`config.mk`:
```
export PLATFORM = sky130hd
export DESIGN_NAME = regwrite_sched
export DESIGN_NICKNAME = d
export VERILOG_FILES = /design/src/rtl/regwrite_sched.sv
export SDC_FILE = /design/constraint.sdc
export NUM_CORES = 1
export LEC_CHECK = 0
export ABC_AREA = 1
export BUFFER_PORTS_ARGS = -buffer_cell sky130_fd_sc_hd__buf_4
export CORE_MARGIN = 4
export CORE_UTILIZATION = 54
export CTS_BUF_LIST = sky130_fd_sc_hd__clkbuf_2
export CTS_CLUSTER_SIZE = 10
export DETAILED_ROUTE_END_ITERATION = 12
export MAX_ROUTING_LAYER = met4
export PLACE_DENSITY = 0.87
export SLEW_MARGIN = 20
export SYNTH_ARGS = -nofsm -noshare
export SYNTH_HDL_FRONTEND = slang
export SYNTH_SLANG_ARGS = --single-unit
```
`constraint.sdc`:
```
create_clock -name clk -period 3 [get_ports clk]
set_input_delay 0.6 -clock clk [delete_from_list [all_inputs] [get_ports clk]]
set_output_delay 0.6 -clock clk [all_outputs]
set_load 0.005 [all_outputs]
```
`src/rtl/regwrite_sched.sv`:
```
// Register-file write scheduler.
// Merges single 32-bit writes and long-multiply lo/hi pair writes onto one
// register-file write port. A pair occupies two consecutive write slots (lo
// then hi). Requests are arbitrated round-robin when both are valid. Reads of
// registers with a write still in flight raise a hazard stall. Writes to r15
// are suppressed and flagged.
module regwrite_sched (
    input  logic        clk,
    input  logic        reset,

    // Single 32-bit write request
    input  logic        req32_valid,
    input  logic [3:0]  req32_addr,
    input  logic [31:0] req32_data,
    output logic        req32_ready,

    // Long-multiply lo/hi pair write request
    input  logic        req64_valid,
    input  logic [3:0]  req64_lo_addr,
    input  logic [3:0]  req64_hi_addr,
    input  logic [31:0] req64_lo_data,
    input  logic [31:0] req64_hi_data,
    output logic        req64_ready,

    // Register-file write port
    output logic        rf_we,
    output logic [3:0]  rf_wa,
    output logic [31:0] rf_wd,

    // Hazard and status
    input  logic [3:0]  ra1,
    input  logic [3:0]  ra2,
    output logic        stall,
    output logic        busy,
    output logic        pc_wr_err
);

    localparam logic [3:0] PcAddr = 4'hF;

    typedef enum logic [1:0] {
        StIdle,
        StWr32,
        StWrLo,
        StWrHi
    } state_t;

    state_t      state_q;
    logic        rr_q;         // 0: pair wins a tie, 1: single wins a tie
    logic [3:0]  lo_addr_q;
    logic [3:0]  hi_addr_q;
    logic [31:0] hi_data_q;

    logic        accept;
    logic        grant32;
    logic        grant64;
    logic        hit1;
    logic        hit2;

    // Arbitration and handshake; nothing is accepted while reset is held.
    always_comb begin
        accept      = reset && (state_q != StWrLo);
        grant64     = accept && req64_valid && (!req32_valid || !rr_q);
        grant32     = accept && req32_valid && (!req64_valid || rr_q);
        req32_ready = accept && !grant64;
        req64_ready = accept && !grant32;
    end

    // Match read addresses against the destinations still waiting to be written.
    // In WR32 the single-write destination is the registered write address.
    always_comb begin
        hit1 = 1'b0;
        hit2 = 1'b0;
        case (state_q)
            StWr32: begin
                hit1 = (ra1 == rf_wa);
                hit2 = (ra2 == rf_wa);
            end
            StWrLo: begin
                hit1 = (ra1 == lo_addr_q) || (ra1 == hi_addr_q);
                hit2 = (ra2 == lo_addr_q) || (ra2 == hi_addr_q);
            end
            StWrHi: begin
                hit1 = (ra1 == hi_addr_q);
                hit2 = (ra2 == hi_addr_q);
            end
            default: begin
                hit1 = 1'b0;
                hit2 = 1'b0;
            end
        endcase
    end

    // Hazard and busy status, forced low while reset is held.
    always_comb begin
        stall = reset && ((hit1 && (ra1 != PcAddr)) || (hit2 && (ra2 != PcAddr)));
        busy  = reset && (state_q != StIdle);
    end

    // Scheduler FSM with registered write-port outputs.
    always_ff @(posedge clk or negedge reset) begin
        if (!reset) begin
            state_q   <= StIdle;
            rr_q      <= 1'b0;
            rf_we     <= 1'b0;
            rf_wa     <= 4'h0;
            rf_wd     <= 32'h0;
            pc_wr_err <= 1'b0;
            lo_addr_q <= 4'h0;
            hi_addr_q <= 4'h0;
            hi_data_q <= 32'h0;
        end else if (grant32) begin
            state_q   <= StWr32;
            rr_q      <= 1'b0;
            rf_we     <= (req32_addr != PcAddr);
            rf_wa     <= req32_addr;
            rf_wd     <= req32_data;
            pc_wr_err <= (req32_addr == PcAddr);
        end else if (grant64) begin
            // The lo half is issued straight from the request; the hi half waits.
            state_q   <= StWrLo;
            rr_q      <= 1'b1;
            lo_addr_q <= req64_lo_addr;
            hi_addr_q <= req64_hi_addr;
            hi_data_q <= req64_hi_data;
            rf_we     <= (req64_lo_addr != PcAddr);
            rf_wa     <= req64_lo_addr;
            rf_wd     <= req64_lo_data;
            pc_wr_err <= (req64_lo_addr == PcAddr);
        end else if (state_q == StWrLo) begin
            state_q   <= StWrHi;
            rf_we     <= (hi_addr_q != PcAddr);
            rf_wa     <= hi_addr_q;
            rf_wd     <= hi_data_q;
            pc_wr_err <= (hi_addr_q == PcAddr);
        end else begin
            // No grant: go idle, keep the last address/data on the port.
            state_q   <= StIdle;
            rf_we     <= 1'b0;
            pc_wr_err <= 1'b0;
        end
    end

endmodule

```
==> results.toml, run 1 <==
[run_status]
status = "complete, no violations"

[critical_path]
crit_fanout = 5
critPathMaxStageDelay_ps = 500
cp_num_buf_inv = 3
slowest_stage = "dfrtp_1"
crit_top_cell = "nand2_1"
cp.required_ps = 2400
worstSetupPathType = "flip-flop to output port"
path_delay_family = "flip-flops"
path_cells = "inv_1 > nand2_1 > nand2_1 > a21oi_1 > nand2_1 > nand2_1 > nand2_1 > nand3_1 > nand2_1 > inv_1 > buf_4"
cp.arrival_ps = 1750
critPathCaptureType = "output port"
crit_path_start_kind = "flip-flop"

[layout]
num-nets-final = 826
n_antenna_cell = 0
area_growth_pct = 32.5
fill_cells = 581
drive_gt1_share_pct = 28.3

[timing]
setup_tns_ps = 0
relSlewSlack_pct = 34.8
worst_slew_pin_slew_ps = 978
hold_ws_ps = 273
fmax_ghz = 0.426
finClkSkew_ps = 27.4
hold_violations = 0
slew_violations = 0
min_period_ps = 2350
timing.final.ws_setup_ps = 654
rsz0062_at_grt = "false"
setup_viol = 0
timing.final.crit_share_pct = 78.2

[global_route]
grt_start_max_net_pins = 82
grt_pass1_wl_mm = 19.0
busiest_layer = "met2"
grt_pass1_vias = 4135
grtUsageMet2_pct = 44.8
grt_overflow = 0
gr-usage-met3_pct = 4.42
track_usage_pct = 27.8
antenna_found_initial = 0
use_met1_pct = 36.2

[place]
port_buffers = 161
place_congestion = 0.897
dp_hpwl_mm = 8.94
place_ws_ps = 536

[yosys]
yosysWarnings = 0
synth-seq-cells = 81
ys_seq_area_share_pct = 49.0
synth_adder_area_share_pct = 0
synth-xor-area-share_pct = 1.90
syn_nets = 673
synth_cell_type_count = 26
syn_area_sq_um = 4140
synth_top_family_by_area = "simple AND/OR/NAND/NOR gates"
synthSimpleGateAreaFrac_pct = 37.1
synth-compound-area-share_pct = 5.71
muxShareOfSynthArea_pct = 0
syn_area_per_cell_sq_um = 7.49
synthCells = 553

[floorplanning]
io_pins = 162
num_rows = 31
die_h_um = 95.6
coreArea_sq_um = 7370
die_width_um = 95.6
initial_core_util_pct = 56.2
dieArea_sq_um = 9130

[routing]
drtAntennaViolNets = 0
drt_iter0_markers = 248
route.detailed.drc = 0
wl_per_cell_um = 14.7
vias_per_cell = 5.18
wl_mm = 11.9
vias = 4196
drtPass1Iterations = 4

[power_and_ir_drop]
ir_worst_vdd_mv = 0.531
swShare_pct = 41.1
power.density_nw_per_um2 = 855
p_clk_share_pct = 11.9
p_comb_share_pct = 47.0
p_seq_share_pct = 41.1
power.internal_w = 0.00276
p_sw_w = 0.00193
leakagePower_nw = 3.14

[clock_network]
postCtsHoldBufs = 0
clockRootBuffer = "clkbuf_2"
cts_sinks = 81
htree_levels = 3
post_cts_buffers = 0
worst_skew_pair.late_latency_ps = 490
cts_buffers = 9
cts_tree = "built"
clk_pin_slew_ps = 230
cts_resized = 0
cts_buffer_depth = 2

[flow_run]
cap_violations = 0

[min_path]
hp-class = "input pin to flip-flop"
## power groups by stage
stage,logic [W],registers [W],clock network [W]
2_1_floorplan,0.00138,0.00189,0
3_3_place_gp,0.00211,0.00194,0
3_5_place_dp,0.00221,0.00194,0
4_1_cts,0.00222,0.00192,0.000574
5_1_grt,0.00249,0.00198,0.000626
6_report,0.00220,0.00193,0.000558
## kinds of logic after synthesis
group / after synthesis
AOI/OAI and AO/OA: 28
xor gates and xnor gates: 9
and+or+nand+nor: 380
buffers and inverters: 55
DFF: 81
## placed cells by master, fill, tap and decap left out, types with 7 or more instances in the layout
cell / netlist / routed
nor2_1: 17 / 17
nand3_1: 40 / 40
dfrtp_1: 81 / 81
clkbuf_2: 0 / 9
buf_4: 4 / 165
xor2_1: 7 / 7
o211ai_1: 7 / 7
o211ai_2: 10 / 10
inv_1: 27 / 27
nand2_1: 314 / 314
## sequential cells by signal, indices dropped and copies added, names as in the netlist
register / flops
state_q: 2
rf_we: 1
lo_addr_q: 4
rr_q: 1
rf_wa: 4
pc_wr_err: 1
hi_addr_q: 4
hi_data_q: 32
rf_wd: 32
## final cells by class
type | instances | area, sq um | share of cell area, %
Multi-Input combinational cell | 417 | 1850 | 33.8
Timing Repair Buffer | 165 | 1240 | 22.6
Inverter | 32 | 128 | 2.33
Clock inverter | 7 | 68.8 | 1.25
Clock buffer | 9 | 45.0 | 0.821
Tap cell | 99 | 124 | 2.26
Sequential cell | 81 | 2030 | 37.0
## layer usage
layer	share of wire [%]	vias to the layer above
li1	-	2028
met1	41	1975
met2	50	177
met3	7.7	16
met4	1.2	0
met5	0	-
## synthesized netlist by cell type
| master | count | area [sq um] |
|---|---|---|
| nor2_8 | 1 | 20.0 |
| inv_4 | 1 | 6.26 |
| buf_8 | 1 | 15.0 |
| nand4_4 | 1 | 21.3 |
| buf_4 | 4 | 30.0 |
| o21ai_0 | 6 | 30.0 |
| inv_6 | 1 | 8.76 |
| inv_2 | 3 | 11.3 |
| o21bai_1 | 1 | 7.51 |
| inv_1 | 27 | 101 |
| nand2_1 | 314 | 1180 |
| nor2_2 | 1 | 6.26 |
| nand2_2 | 1 | 6.26 |
| buf_2 | 16 | 80.1 |
| o211ai_1 | 7 | 52.6 |
| nor2_1 | 17 | 63.8 |
| o22ai_1 | 1 | 6.26 |
| dfrtp_1 | 81 | 2030 |
| nand2_4 | 2 | 22.5 |
| a21oi_1 | 3 | 15.0 |
| nand4_1 | 3 | 18.8 |
| o211ai_2 | 10 | 125 |
| xnor2_1 | 2 | 17.5 |
| nand3_1 | 40 | 200 |
| clkbuf_1 | 2 | 7.51 |
| xor2_1 | 7 | 61.3 |
## metrics by stage
stage	utilization [%]	instances	power, W	area, sq um
after floorplan	-	553	0.00327	4140
final	74.4	810	0.00469	5480
after CTS	74.4	810	0.00471	5480
after global placement	72.9	794	0.00405	5370
after detailed placement	72.9	794	0.00415	5370
after global routing	74.4	810	0.00509	5480
## worst min-delay path: cells and delay by family
| family | cells | cell delay (ps) |
|---|---|---|
| and+or+nand+nor | 2 | 90 |
| buffers and inverters | 1 | 80 |
## final timing paths
kind | start | endpoint | slack (ps) | cells after the start
setup / recovery | hi_addr_q[3] | stall | 650 | 11
min in group asynchronous | reset | hi_data_q[3] | 360 | 2
hold / removal | req64_hi_data[23] | hi_data_q[23] | 270 | 3
setup reg to reg | state_q[0] | rf_wd[0] | 710 | 10
hold reg to reg | hi_data_q[6] | hi_data_q[6] | 510 | 2
max in group asynchronous | reset | hi_addr_q[2] | 1980 | 2
Note: power is estimated with default switching activity, not from simulation.
==> inputs of run 2 (changes only) <==
Settings changed: CORE_UTILIZATION 54 to 46, PLACE_DENSITY 0.87 to 0.79.
Clock period 3 ns to 1.9 ns, I/O delays scaled along.
==> results.toml, run 2 (synthesized netlist as in run 1, its figures left out) <==
[critical_path]
path_cells = "xor2_1 > nor2_2 > nand3_1 > nand3_1 > nand2_1 > inv_1 > nand2_1 > inv_1 > buf_6"
cp.arrival_ps = 1690
cp.required_ps = 1520
critPathCaptureType = "output port"
critPathMaxStageDelay_ps = 480
crit_path_start_kind = "flip-flop"
slowest_stage = "dfrtp_1"
worstSetupPathType = "flip-flop to output port"
crit_fanout = 4

[power_and_ir_drop]
power.density_nw_per_um2 = 1360
ir_worst_vdd_mv = 0.710
leakagePower_nw = 3.24

[run_status]
violations = "setup timing"
status = "finished, violations left"

[place]
port_buffers = 161
placed_cells = 806
dp_hpwl_mm = 8.94
dpl_cell_area_sq_um = 5420
place_congestion = 1.01

[layout]
final_area_sq_um = 5740
layout_common_cells = "nand2_1, buf_4, dfrtp_1"
num-nets-final = 845
largestRegisters = "hi_data_q: 32 flops, rf_wd: 32 flops"
multiInputGateArea_sq_um = 1920
n_antenna_cell = 0
fill_cells = 780
final_cells = 837
area_growth_pct = 38.6
drive_gt1_share_pct = 32.9
seq_area_sq_um = 2030
mostFrequentLayoutCell = "nand2_1"

[clock_network]
clockRootBuffer = "clkbuf_2"
cts_buffer_depth = 2
cts_tree = "built"
cts_sinks = 81
htree_levels = 3
clk_pin_slew_ps = 220
worst_skew_pair.late_latency_ps = 490
cts_buffers = 9

[flow_run]
cap_violations = 0

[timing]
fmax_ghz = 0.482
timing.final.crit_share_pct = 109
hold_violations = 0
hold_ws_ps = 40.7
finClkSkew_ps = 30.3
timing.final.ws_setup_ps = -174
rsz0062_at_grt = "true"
min_period_ps = 2070
slew_violations = 0
setup_viol = 1
relSlewSlack_pct = 53.7
worst_slew_pin_slew_ps = 695

[floorplanning]
coreArea_sq_um = 8720
die_width_um = 103
dieArea_sq_um = 10600
io_pins = 162
initial_core_util_pct = 47.5
die_h_um = 103
num_rows = 34

[routing]
drtAntennaViolNets = 0
vias = 4173
wl_per_cell_um = 14.6
drtPass1Iterations = 5
drt_iter0_markers = 229
wl_mm = 12.2
vias_per_cell = 4.99
route.detailed.drc = 0

[global_route]
antenna_found_initial = 0
track_usage_pct = 23.5
grt_pass1_vias = 3961
grt_start_max_net_pins = 81
grt_overflow = 0
grt_pass1_wl_mm = 18.9

[min_path]
hp-class = "input pin to async pin"
[run 2: cell count changes in the layout (fill, tap and decap cells not counted), sizes merged]
| cell | previous run | this run |
|---|---|---|
| inv | 33 | 32 |
| nor2 | 19 | 20 |
| clkinv | 4 | 2 |
| dlygate4sd3 | 0 | 1 |
| clkinvlp | 1 | 0 |
| buf | 165 | 182 |
| bufinv | 1 | 2 |
| clkbuf | 9 | 11 |
[run 2: final timing paths]
| check | start | slack, ps | end | cells after the start |
|---|---|---|---|---|
| max | rf_wa[1] | -170 | stall | 9 |
| min | reset | 40 | rf_wd[8] | 2 |
| max reg2reg | state_q[0] | 200 | rf_wd[1] | 11 |
| min reg2reg | hi_data_q[1] | 500 | hi_data_q[1] | 2 |
| max in group asynchronous | reset | 1340 | hi_addr_q[0] | 2 |
| min in group clk | req64_hi_data[9] | 70 | hi_data_q[9] | 3 |
[run 2: worst max-delay path: cells and delay by family (launching register included)]
kind	cells	cell delay, ps
flip-flops	1	480
AND/OR/NAND/NOR	5	350
buffers and inverters	3	200
XOR/XNOR	1	190
[run 2: power by group]
group / leakage [nW] / internal, W / total [W] / switching [W]
logic: 2.16 / 0.00172 / 0.00379 / 0.00206
registers: 1.01 / 0.00255 / 0.00303 / 0.000474
clock network: 0.0794 / 0.000435 / 0.000981 / 0.000546
[run 2: final cells by class]
| class | count | area share, % |
|---|---|---|
| Clock buffer | 11 | 0.959 |
| Tap cell | 108 | 2.36 |
| Timing Repair Buffer | 183 | 24.4 |
| Multi-Input combinational cell | 418 | 33.4 |
| Sequential cell | 81 | 35.4 |
| Inverter | 32 | 2.31 |
| Clock inverter | 4 | 1.20 |
[run 2: through the flow]
step | utilization [%] | total power, W | setup TNS [ps] | setup slack, ps
global route | 65.8 | 0.00844 | -388 | -319
global placement | 62.1 | 0.00646 | 0 | 95.4
detailed placement | 62.1 | 0.00655 | 0 | 80.8
CTS | 64.7 | 0.00768 | -233 | -207
finish | 65.8 | 0.00779 | -174 | -174
floorplan | - | 0.00516 | 0 | 416
[run 2: per-layer routing]
metal	track usage, %	share of wire [%]	vias up	wire length (um)
met1	32.1	42	1913	5120
met5	-	0	-	0
met4	6.18	1.5	0	179
li1	-	-	2066	-
met2	36.2	49	177	5940
met3	4.60	7.9	17	962
[run 2: repair_timing]
item	4_1_cts	5_1_grt
hold endpoints to repair	1	0
resized for setup	16	14
pin swaps	2	8
hold buffers	1	0
cloned	0	1
setup buffers	8	6
endpoints found under the setup margin	3	9
==> inputs of run 3 (changes only) <==
Settings changed: CELL_PAD_IN_SITES_DETAIL_PLACEMENT set to 0, CELL_PAD_IN_SITES_GLOBAL_PLACEMENT set to 1, CORE_UTILIZATION 46 to 32, PLACE_DENSITY 0.79 to unset, PLACE_DENSITY_LB_ADDON set to 0.1.
==> results.toml, run 3 (synthesized netlist as in run 1, its figures left out) <==
[critical_path]
crit_path_start_kind = "flip-flop"
rr_worst_depth = 12
crit_fanout = 4
cp.arrival_ps = 1760
worstSetupPathType = "flip-flop to output port"
critPathCaptureType = "output port"
cp.required_ps = 1520

[layout]
largestRegisters = "hi_data_q: 32 flops, rf_wd: 32 flops"
final_area_sq_um = 6610
n_antenna_cell = 0
drive_gt1_share_pct = 31.4
layout_common_cells = "nand2_1, buf_4, dfrtp_1"
area_growth_pct = 59.6
fill_cells = 1299
seq_area_sq_um = 2030
multiInputGateArea_sq_um = 1910
mostFrequentLayoutCell = "nand2_1"
num-nets-final = 930

[global_route]
grt_pass1_wl_mm = 22.2
track_usage_pct = 19.6
grt_start_max_net_pins = 43
antenna_found_initial = 0
grt_pass1_vias = 4527
grt_overflow = 0

[timing]
setup_tns_ps = -497
worst_slew_pin_slew_ps = 568
fmax_ghz = 0.467
rsz0062_at_grt = "true"
timing.final.ws_setup_ps = -240
finClkSkew_ps = 27.1
timing.final.crit_share_pct = 113
slew_violations = 0
min_period_ps = 2140
relSlewSlack_pct = 62.1
hold_violations = 0
setup_viol = 4

[routing]
route.detailed.drc = 0
drt_iter0_markers = 193
vias_per_cell = 4.51
wl_mm = 13.9
drtPass1Iterations = 4
vias = 4447
wl_per_cell_um = 14.1
drtAntennaViolNets = 0

[clock_network]
htree_levels = 3
clk_pin_slew_ps = 210
worst_skew_pair.late_latency_ps = 560
clockRootBuffer = "clkbuf_2"
cts_buffers = 9
cts_tree = "built"
cts_buffer_depth = 2
cts_sinks = 81

[place]
dpl_cell_area_sq_um = 5540
port_buffers = 161
place_congestion = 0.841
dp_hpwl_mm = 10.1

[power_and_ir_drop]
leakagePower_nw = 3.58
ir_worst_vdd_mv = 0.436
power.density_nw_per_um2 = 1200

[flow_run]
cap_violations = 0

[min_path]
whs_path_depth = 3
hp-class = "input pin to flip-flop"

[floorplanning]
die_width_um = 122
die_h_um = 122
io_pins = 162
initial_core_util_pct = 32.8
coreArea_sq_um = 12600
dieArea_sq_um = 14800
num_rows = 41

[run_status]
status = "finished, violations left"
violations = "setup timing"
## run 3: changes by cell type in the layout (fill, tap and decap cells not counted), sizes merged
cell         before  now
clkinvlp          0    2
bufinv            2    0
buf             182  197
clkinv            2    3
dlygate4sd3       1   72
nor2             20   19
## run 3: cell type report
type | count | area share [%]
inverter | 32 | 2.05
multi-input combinational | 417 | 28.9
clock inverter | 5 | 0.492
clock buffer | 11 | 0.833
timing repair buffer | 269 | 33.7
sequential | 81 | 30.8
tap | 172 | 3.26
## run 3: critical path, cell delays in order (launching register included)
cell and delay (ps):
dfrtp_2 500, xor2_1 170, nor2_1 100, nand3_1 80, nand3_1 80, nand2_1 50
inv_1 50, nand2_1 50, inv_2 50, buf_6 80
## run 3: worst paths after layout
path / slack (ps) / from / to
min in group asynchronous: 520 / reset / hi_data_q[6]
worst min-delay path: 70 / req32_addr[3] / rf_wa[3]
worst max-delay path: -240 / rf_wa[1] / stall
worst min register to register: 500 / hi_data_q[29] / hi_data_q[29]
max in group asynchronous: 910 / reset / rf_wa[3]
worst max register to register: 130 / state_q[0] / rf_wd[17]
## run 3: power breakdown
| group | switching (W) | internal [W] |
|---|---|---|
| clock network | 0.000616 | 0.000177 |
| logic | 0.00213 | 0.00200 |
| registers | 0.000478 | 0.00256 |
## run 3: routing by layer
layer / vias up / routed length, um / track usage, % / part of all wire, %
li1: 2231 / - / - / -
met1: 2088 / 6180 / 24.5 / 44
met2: 108 / 7000 / 32.7 / 50
met3: 20 / 510 / 3.90 / 3.7
met4: 0 / 237 / 5.25 / 1.7
met5: - / 0 / - / 0
## run 3: through the flow
stage / hold WS [ps] / setup slack, ps / power (W) / cells / utilization (%)
2_1_floorplan: 84.4 / 416 / 0.00516 / 553 / -
3_5_place_dp: 460 / 144 / 0.00668 / 878 / 43.9
4_1_cts: 0.469 / -290 / 0.00787 / 972 / 50.9
6_report: 73.3 / -240 / 0.00796 / 987 / 52.4
3_3_place_gp: 458 / 175 / 0.00662 / 878 / 43.9
5_1_grt: 0.399 / -461 / 0.00871 / 987 / 52.4
## run 3: timing repair
item	in CTS	in global routing
gates resized for setup	17	17
hold buffers	63	9
setup endpoints to repair	3	40
pin swaps	8	11
setup buffers	15	7
endpoints found under the hold margin	143	9
